File: src/rtl/core_if_pf_pkg.sv
// Shared fetch-stage types: address/instruction words and the prefetch queue entry.
package core_if_pf_pkg;

    typedef logic [31:0] addr_t;
    typedef logic [31:0] instr_t;

    localparam logic [5:0] OPCODE_NOP = 6'h15;

    typedef struct packed {
        addr_t  pc;
        instr_t instr;
    } fetch_entry_t;

endpackage

File: src/rtl/core_if_fifo.sv
// Synchronous FIFO with flush; head is presented combinationally from storage.
module core_if_fifo #(
    parameter type         T     = logic,
    parameter int unsigned DEPTH = 4
) (
    input  logic                   clk,
    input  logic                   rst,
    input  logic                   push,
    input  logic                   pop,
    input  logic                   flush,
    input  T                       push_data,
    output T                       head,
    output logic [$clog2(DEPTH):0] count,
    output logic                   empty,
    output logic                   full
);

    localparam int unsigned AW = $clog2(DEPTH);

    T               mem_q [DEPTH];
    logic [AW-1:0]  wptr_q, wptr_d;
    logic [AW-1:0]  rptr_q, rptr_d;
    logic [AW:0]    count_q, count_d;
    logic           do_push, do_pop;

    always_comb begin
        do_push = push & !flush;
        do_pop  = pop & !flush & !empty;
        wptr_d  = wptr_q;
        rptr_d  = rptr_q;
        count_d = count_q;
        if (flush) begin
            wptr_d  = '0;
            rptr_d  = '0;
            count_d = '0;
        end else begin
            if (do_push) wptr_d = wptr_q + AW'(1);
            if (do_pop)  rptr_d = rptr_q + AW'(1);
            count_d = count_q + (AW+1)'(do_push) - (AW+1)'(do_pop);
        end
    end

    always_ff @(posedge clk or negedge rst) begin
        if (!rst) begin
            wptr_q  <= '0;
            rptr_q  <= '0;
            count_q <= '0;
        end else begin
            wptr_q  <= wptr_d;
            rptr_q  <= rptr_d;
            count_q <= count_d;
        end
    end

    // Storage needs no reset: count gates every read of it.
    always_ff @(posedge clk) begin
        if (do_push) mem_q[wptr_q] <= push_data;
    end

    assign head  = mem_q[rptr_q];
    assign count = count_q;
    assign empty = (count_q == '0);
    assign full  = (count_q == (AW+1)'(DEPTH));

endmodule

File: src/rtl/core_if_pf.sv
// Prefetching instruction-fetch stage: pipelined Wishbone reads into a queue feeding decode.
module core_if_pf
    import core_if_pf_pkg::*;
#(
    parameter int unsigned DEPTH    = 4,
    parameter logic [31:0] RESET_PC = 32'h0
) (
    input  logic        clk,
    input  logic        rst,
    output logic        bus_cyc,
    output logic        bus_stb,
    output logic        bus_we,
    output logic [31:0] bus_adr,
    input  logic        bus_stall,
    input  logic        bus_ack,
    input  logic [31:0] bus_dat_so,
    input  logic        if_halt,
    input  logic        set_pc,
    input  logic [31:0] new_pc,
    input  logic        if_ready,
    output logic        if_valid,
    output logic [31:0] if_pc,
    output logic [31:0] if_instr
);

    localparam int unsigned CW = $clog2(DEPTH) + 1;

    logic [31:0]   fetch_pc_q, fetch_pc_d;
    logic [31:0]   resp_pc_q, resp_pc_d;
    logic [CW-1:0] out_q, out_d;
    logic [CW-1:0] drop_q, drop_d;
    logic [CW-1:0] fifo_count;
    logic [CW:0]   in_use;
    logic          fifo_push, fifo_pop, fifo_flush, fifo_empty, fifo_full;
    logic          issue, ack_drop, ack_push;
    fetch_entry_t  push_entry, head_entry;

    // Bus request and decode-side outputs; rst gating keeps stb low while held in reset.
    always_comb begin
        in_use   = {1'b0, fifo_count} + {1'b0, out_q};
        bus_stb  = rst & !if_halt & !set_pc & !fifo_full & (in_use < (CW+1)'(DEPTH));
        bus_cyc  = bus_stb | (out_q != '0) | (drop_q != '0);
        bus_we   = 1'b0;
        bus_adr  = fetch_pc_q;
        if_valid = !fifo_empty & !if_halt;
        if_pc    = if_valid ? head_entry.pc : resp_pc_q;
        if_instr = if_valid ? head_entry.instr : {OPCODE_NOP, 26'd0};
    end

    always_comb begin
        issue      = bus_stb & !bus_stall;
        ack_drop   = bus_ack & (drop_q != '0);
        ack_push   = bus_ack & (drop_q == '0) & (out_q != '0);
        fetch_pc_d = fetch_pc_q;
        resp_pc_d  = resp_pc_q;
        out_d      = out_q;
        drop_d     = drop_q;
        fifo_push  = 1'b0;
        fifo_pop   = 1'b0;
        fifo_flush = 1'b0;
        push_entry = '{pc: resp_pc_q, instr: bus_dat_so};
        if (set_pc) begin
            // Everything still owed by the bus becomes a discard, minus this cycle's ack.
            fifo_flush = 1'b1;
            fetch_pc_d = new_pc;
            resp_pc_d  = new_pc;
            out_d      = '0;
            drop_d     = drop_q + out_q - CW'(ack_drop | ack_push);
        end else begin
            if (issue) fetch_pc_d = fetch_pc_q + 32'd4;
            if (ack_drop) drop_d = drop_q - CW'(1);
            if (ack_push) begin
                fifo_push = 1'b1;
                resp_pc_d = resp_pc_q + 32'd4;
            end
            out_d    = out_q + CW'(issue) - CW'(ack_push);
            fifo_pop = if_valid & if_ready;
        end
    end

    always_ff @(posedge clk or negedge rst) begin
        if (!rst) begin
            fetch_pc_q <= RESET_PC;
            resp_pc_q  <= RESET_PC;
            out_q      <= '0;
            drop_q     <= '0;
        end else begin
            fetch_pc_q <= fetch_pc_d;
            resp_pc_q  <= resp_pc_d;
            out_q      <= out_d;
            drop_q     <= drop_d;
        end
    end

    core_if_fifo #(
        .T     (fetch_entry_t),
        .DEPTH (DEPTH)
    ) u_fifo (
        .clk       (clk),
        .rst       (rst),
        .push      (fifo_push),
        .pop       (fifo_pop),
        .flush     (fifo_flush),
        .push_data (push_entry),
        .head      (head_entry),
        .count     (fifo_count),
        .empty     (fifo_empty),
        .full      (fifo_full)
    );

endmodule
File: config.mk
export PLATFORM = sky130hd
export DESIGN_NAME = core_if_pf
export DESIGN_NICKNAME = d
export VERILOG_FILES = /design/src/rtl/core_if_pf_pkg.sv /design/src/rtl/core_if_fifo.sv /design/src/rtl/core_if_pf.sv
export SDC_FILE = /design/constraint.sdc
export NUM_CORES = 1
export LEC_CHECK = 0
export ABC_CLOCK_PERIOD_IN_PS = 4600
export BUFFER_PORTS_ARGS = -buffer_cell sky130_fd_sc_hd__clkbuf_2
export CAP_MARGIN = 20
export CORE_ASPECT_RATIO = 1.25
export CORE_MARGIN = 5
export CORE_UTILIZATION = 41
export DETAILED_ROUTE_END_ITERATION = 8
export SETUP_SLACK_MARGIN = 0.1
export SYNTH_ARGS = -nofsm -noshare
export SYNTH_HDL_FRONTEND = slang
export SYNTH_HIERARCHICAL = 1
export SYNTH_SLANG_ARGS = --single-unit
export TNS_END_PERCENT = 10
File: constraint.sdc
create_clock -name clk -period 4.6 [get_ports clk]
set_input_delay 0.46 -clock clk [delete_from_list [all_inputs] [get_ports clk]]
set_output_delay 0.46 -clock clk [all_outputs]
set_load 0.02 [all_outputs]
[After elaboration in Yosys (flattened, before gate mapping)]
Memories as Yosys holds them, arrays and structs flattened.
Index checks and enable logic that the tools add are counted.
Word-level totals
  logic and storage cells: 73
  memories kept: 1
  register bits after elaboration: 77
  bits in writable memories: 256
Cells by class
  mux-type cells: 20
  reduce and logical (&&, ||, !) cells: 15
  add/sub/neg operators: 12
  equality and inequality tests: 1
  order comparisons: 1
  bitwise gates (word level): 16
Memory list
  u_fifo.mem_q: words 4, bits a word 64, read ports 1, clocked after memory_dff 0, wr ports 1, RTL line core_if_fifo.sv:20  | T mem_q [DEPTH];
Operators with widths (count)
  $mux W32: 6
  $add A32 B3 Y32 const B: 2
  $and A1 B1 Y1: 13
  $mux W3: 4
  $reduce_bool A2 Y1: 5
  $sub A3 B1 Y3: 3
  $mux W2: 4
  $add A3 B1 Y3: 2
  $logic_not A1 Y1: 6
  $logic_not A3 Y1: 2
  $mux W1: 6
  $reduce_bool A3 Y1: 2
  $add A2 B1 Y2 const B: 2
  $add A3 B3 Y4: 1
  $lt A4 B3 Y1 const B: 1
  $add A3 B3 Y3: 1
  $eq A3 B3 Y1 const B: 1
  $or A1 B1 Y1: 3
  $sub A3 B1 Y3 const B: 1

[Depth between registers and ports, before layout]
  depth after elaboration: 9
  depth in mapped cells: 13

[Modules after synthesis]
Netlist, hierarchy kept.
By module, submodules not included
  core_if_fifo: cells an instance 379, area each 9736.8 µm², instances 1, sequential area each 7862.5 µm²
  core_if_pf: cells an instance 510, area each 4667.0 µm², instances 1, sequential area each 1751.7 µm²

[Worst setup path before layout]
Ideal clock, no wire load.
  kind: input to register
  start: in set_pc
  end: mem u_fifo/mem_q[0][0] (netlist bit), enable pin
  path slack: 1.161 ns
  data arrival time: 3.010 ns
  setup time: 0.429 ns
  required time: 4.171 ns
  cell stages on the path: 5
  cell sequence: clkbuf_1 clkbuf_1 nor3_1 nor2b_1 and2_1
Between the ends
  elaborated cells between the ends (all ways): 6
  those cells by class: mux (4); bitwise (1); reduce/logical (1)
RTL lines
  from (decl): RTL line core_if_pf.sv:18  | input logic set_pc,
  $mux W1: RTL line core_if_pf.sv:62  | if (set_pc) begin
  net fifo_push: RTL line core_if_pf.sv:34  | logic fifo_push, fifo_pop, fifo_flush, fifo_empty, fifo_full;
  $and A1 B1 Y1: RTL line core_if_fifo.sv:27  | do_push = push & !flush;
  $mux W1: RTL line core_if_fifo.sv:57  | if (do_push) mem_q[wptr_q] <= push_data;
  $mux W1 (not written as such): RTL line core_if_fifo.sv:57
  to (decl): RTL line core_if_fifo.sv:20
The timed path passes the listed nets, and every way through them passes these cells.

==> impl.org <==
** Synth
- The most used flip-flop cell after synthesis is edfxtp_1.
- The synthesized netlist devotes 1.89% of its cell area to adder and majority cells.
- Summing the areas of all and, or, nand and nor instances in the mapped netlist gives 9.12% of the synthesized area.
- The synthesized netlist devotes 3.58% of its cell area to compound gates.
- Yosys printed 6 warnings.
- The cell area that synthesis handed to floorplanning was 0.0144 mm^2.
- After technology mapping, the gate count stands at 889.
- Most frequent cells after synthesis :: 256 x edfxtp_1, 77 x dfrtp_1, 64 x mux4_2
- Nets in the synthesized netlist :: 980
- Cell type with the highest aggregate area in the netlist :: edfxtp_1
- After synthesis, the largest family of logic cells by area is multiplexers.
- The synthesized netlist devotes 2.95% of its cell area to XOR and XNOR gates.
- Portion of netlist area occupied by mux cells :: 13.4%
- The synthesized design contains 333 register bits.
- Fraction of registers with async set or reset after synthesis :: 23.1%
- Average size of a mapped cell :: 16.2 um^2
- The most common cell in the synthesized netlist is edfxtp_1.
- Number of enable flip-flop cells after synthesis :: 256
- Share of Yosys cell area claimed by the top area cell type :: 53.4%
- Of the synthesized area, sequential elements account for 66.7%.
- Library cells used by synthesis :: 53
- By area the synthesized netlist is led by edfxtp_1 53%, dfrtp_1 13%, mux4_2 10%.

** Floorplan
- Initial Utilization :: 41.6%
- Die W :: 178 um
- Pin placement for this block handled 171 I/O pins.
- The initialized floorplan defines 76 standard-cell rows.
- In this run the standard cell core region covers 0.0346 mm^2.
- The die covers 0.0390 mm^2.
- From bottom edge to top edge, the die measures 220 um.

** Global route
- Global route total overflow :: 0
- met2 is the most crowded layer.
- Met3 global-route usage :: 3.17%
- Global routing used 27.2% of the available met2 tracks.
- The via count of the first global-routing pass came to 8647.
- The initial antenna violation count came to 0.
- Global-route usage over all layers :: 16.4%
- For this run, global-route usage on met1 was measured as 22.4%.
- First-pass GRT wire length :: 49.7 mm
- Maximum number of pins on one net before global-route repair :: 65

** Outcome
- Outcome :: finished, final reports clean

** Worst setup path
- Worst-path fanout max :: 49
- Origin of the critical flop-to-flop path :: u_fifo/count[1]
- Walking the worst path, the cells encountered are buf_4 -> mux4_2 -> and2_1 -> clkbuf_2.
- On the worst path, the slowest cell contributes a delay of 1060 ps.
- Start point of the critical path :: u_fifo/rptr_q[0]
- The worst setup path is captured at an output pin.
- Worst setup SP type :: flop
- Required time of the critical path :: 4140 ps
- Setup CP Type :: flop to output pin
- Arr. time, crit path :: 2840 ps
- On the critical path, the stage with the largest delay is an instance of dfrtp_4.

** Pwr
- For this design the static power due to leakage is 6.06 nW.
- VDD IR max :: 0.204 mV
- Power spread over the standard cell area amounts to 407 mW/mm^2.

** Min path
- In this run the worst hold path is classified as primary input to async pin.

** Placement
- The congestion estimate from routability-driven global placement came to 0.781.
- Cell count after placement :: 1500
- Port bufs :: 169
- Summed over all nets, the half-perimeter wirelength after detailed placement is 20.6 mm.

** Clock tree
- Number of setup buffers added after CTS :: 0
- Clock buffers created by TritonCTS :: 35
- Post_cts resized :: 0
- Maximum count of clock buffers along a single path :: 3
- The H-tree was split into 2 levels.
- The clock reaches the later pin of the worst-skew pair after 520 ps.
- After clock tree synthesis, the clock-pin slew on the worst setup and hold paths is 60 ps.
- TritonCTS built the clock tree.
- After clock tree synthesis, the flow added hold-fix buffers numbering 0.
- Clk sink count :: 333
- The cell sitting at the root of the clock tree is a clkbuf_16.

** STA
- On the final layout, the worst clock skew is 21.9 ps.
- The final-report hold violation count is 0.
- The worst path needs 3300 ps of the cycle, external delays included.
- Transition time at the pin with the least slew margin :: 1030 ps
- Of the available clock period, the critical path in the final layout requires 71.8%.
- Setup repair after global routing left no endpoint under its margin.
- Setup violations remaining at the end of the flow were counted as 0.
- After routing, the total negative slack on setup checks comes to 0 ps.
- Total count of max-transition violations in the final report :: 0
- Maximum clock frequency :: 0.303 GHz
- Relative slew slack :: 31.3%

** Route
- Number of violations reported at the end of detailed-routing iteration 0 :: 544
- DRC violation count after routing :: 0
- After detailed routing, the average wire length per cell comes to 20.1 um.
- Post-detailed-route via-to-cell ratio :: 5.20
- Detail Route Antenna Nets :: 0
- Vias :: 8133
- Summed over all layers, the routed wires come to 31.5 mm.
- For this run, the detailed router's first-pass iteration total came to 5.

** Final layout
- The finished layout holds 1563 standard cells, fillers aside.
- Number of nets in the final layout :: 1160
- Diode count :: 0
- Of the cells placed in the final design, the portion with a size suffix greater than 1 is 32.0%.
- Compared with the post-synthesis result, the final layout area differs by 17.3%.

** Job
- The tool flagged a number of max-cap violations equal to 0.
[power breakdown]
group	internal (mW)	switching [mW]	leakage, nW
clock	1.73	1.13	0.566
combinational	0.224	0.331	2.27
sequential	3.33	0.114	3.23
[path summary, 6_finish.rpt]
kind                                            end  slack (ps)  cells past startpoint
worst min-delay path                  resp_pc_q[12]          90                      2
min in group clk                u_fifo/mem_q[3][27]         160                      1
worst max register to register      u_fifo/count[2]        1630                     12
worst max-delay path                    if_instr[7]        1300                      4
max in group asynchronous                 drop_q[2]        3550                      3
worst min register to register            drop_q[2]         510                      1
[critical path: cells and delay by family, from the launching register on]
family | cells | cell delay [ps]
buffers and inverters | 2 | 540
DFF | 1 | 1060
muxes | 1 | 540
and+or+nand+nor | 1 | 150
[registers in the layout, indices dropped and copies added, names as in the netlist]
register       flops
resp_pc_q         32
u_fifo/rptr_q      2
out_q              3
u_fifo/wptr_q      2
bus_adr           32
u_fifo/count       3
drop_q             3
u_fifo/mem_q     256
[cells by family after synthesis]
kind of cell | Yosys count
compound gates | 81
buf+inv | 61
simple gates | 238
flops | 333
mux | 108
xor+xnor | 47
other cells | 1
fa+ha+maj | 20
[metal layers]
metal	share of wire, %	vias up
li1	-	3784
met5	0	-
met3	5.1	48
met1	43	4094
met2	49	207
met4	2.2	0
[layout make-up]
cell class | instances | area [um^2]
clock buffer | 42 | 933
sequential | 333 | 9620
tap | 468 | 586
multi-input combinational | 495 | 4480
inverter | 22 | 82.6
timing repair buffer | 182 | 946
fill | 3056 | 17700
clock inverter | 21 | 244
[placed cells by master (no fill, tap or decap), types with 3 or more instances in the layout]
master      instances
ha_1               17
nand3_1            28
o211ai_1            5
bufinv_16           5
nand4_1            19
a21boi_0           12
nor4_1              3
clkbuf_2          168
mux2i_1             4
clkbuf_1            5
o21ai_0            34
mux2_2             40
nor2_1             24
clkbuf_16          36
xnor2_1            21
clkinvlp_4          3
mux4_2             64
clkinv_2            4
dfrtp_1            75
a21oi_1             8
o311ai_0           11
xor2_1             25
inv_1              22
nand2_1            54
fa_1                3
or3_1               7
buf_4              14
and2_1             33
and3_1             17
a31oi_1             4
nor3_1             11
nand2b_1           10
and2_4              4
and4_1              9
edfxtp_1          256
clkinv_1            7
nor2b_1             5
[stage by stage]
step                      util [%]  hold WS, ps  power, mW  area [um^2]  worst slack (ps)
final                         48.8         94.3       6.87        16900              1300
after global routing          48.8          120       7.16        16900              1080
after CTS                     48.8          104       6.96        16900              1170
after detailed placement      45.4          492       4.07        15700              1590
after global placement        45.4          492       4.06        15700              1630
after floorplan                  -          164       3.83        14400              1160
Power figures use the tool's default switching activity.
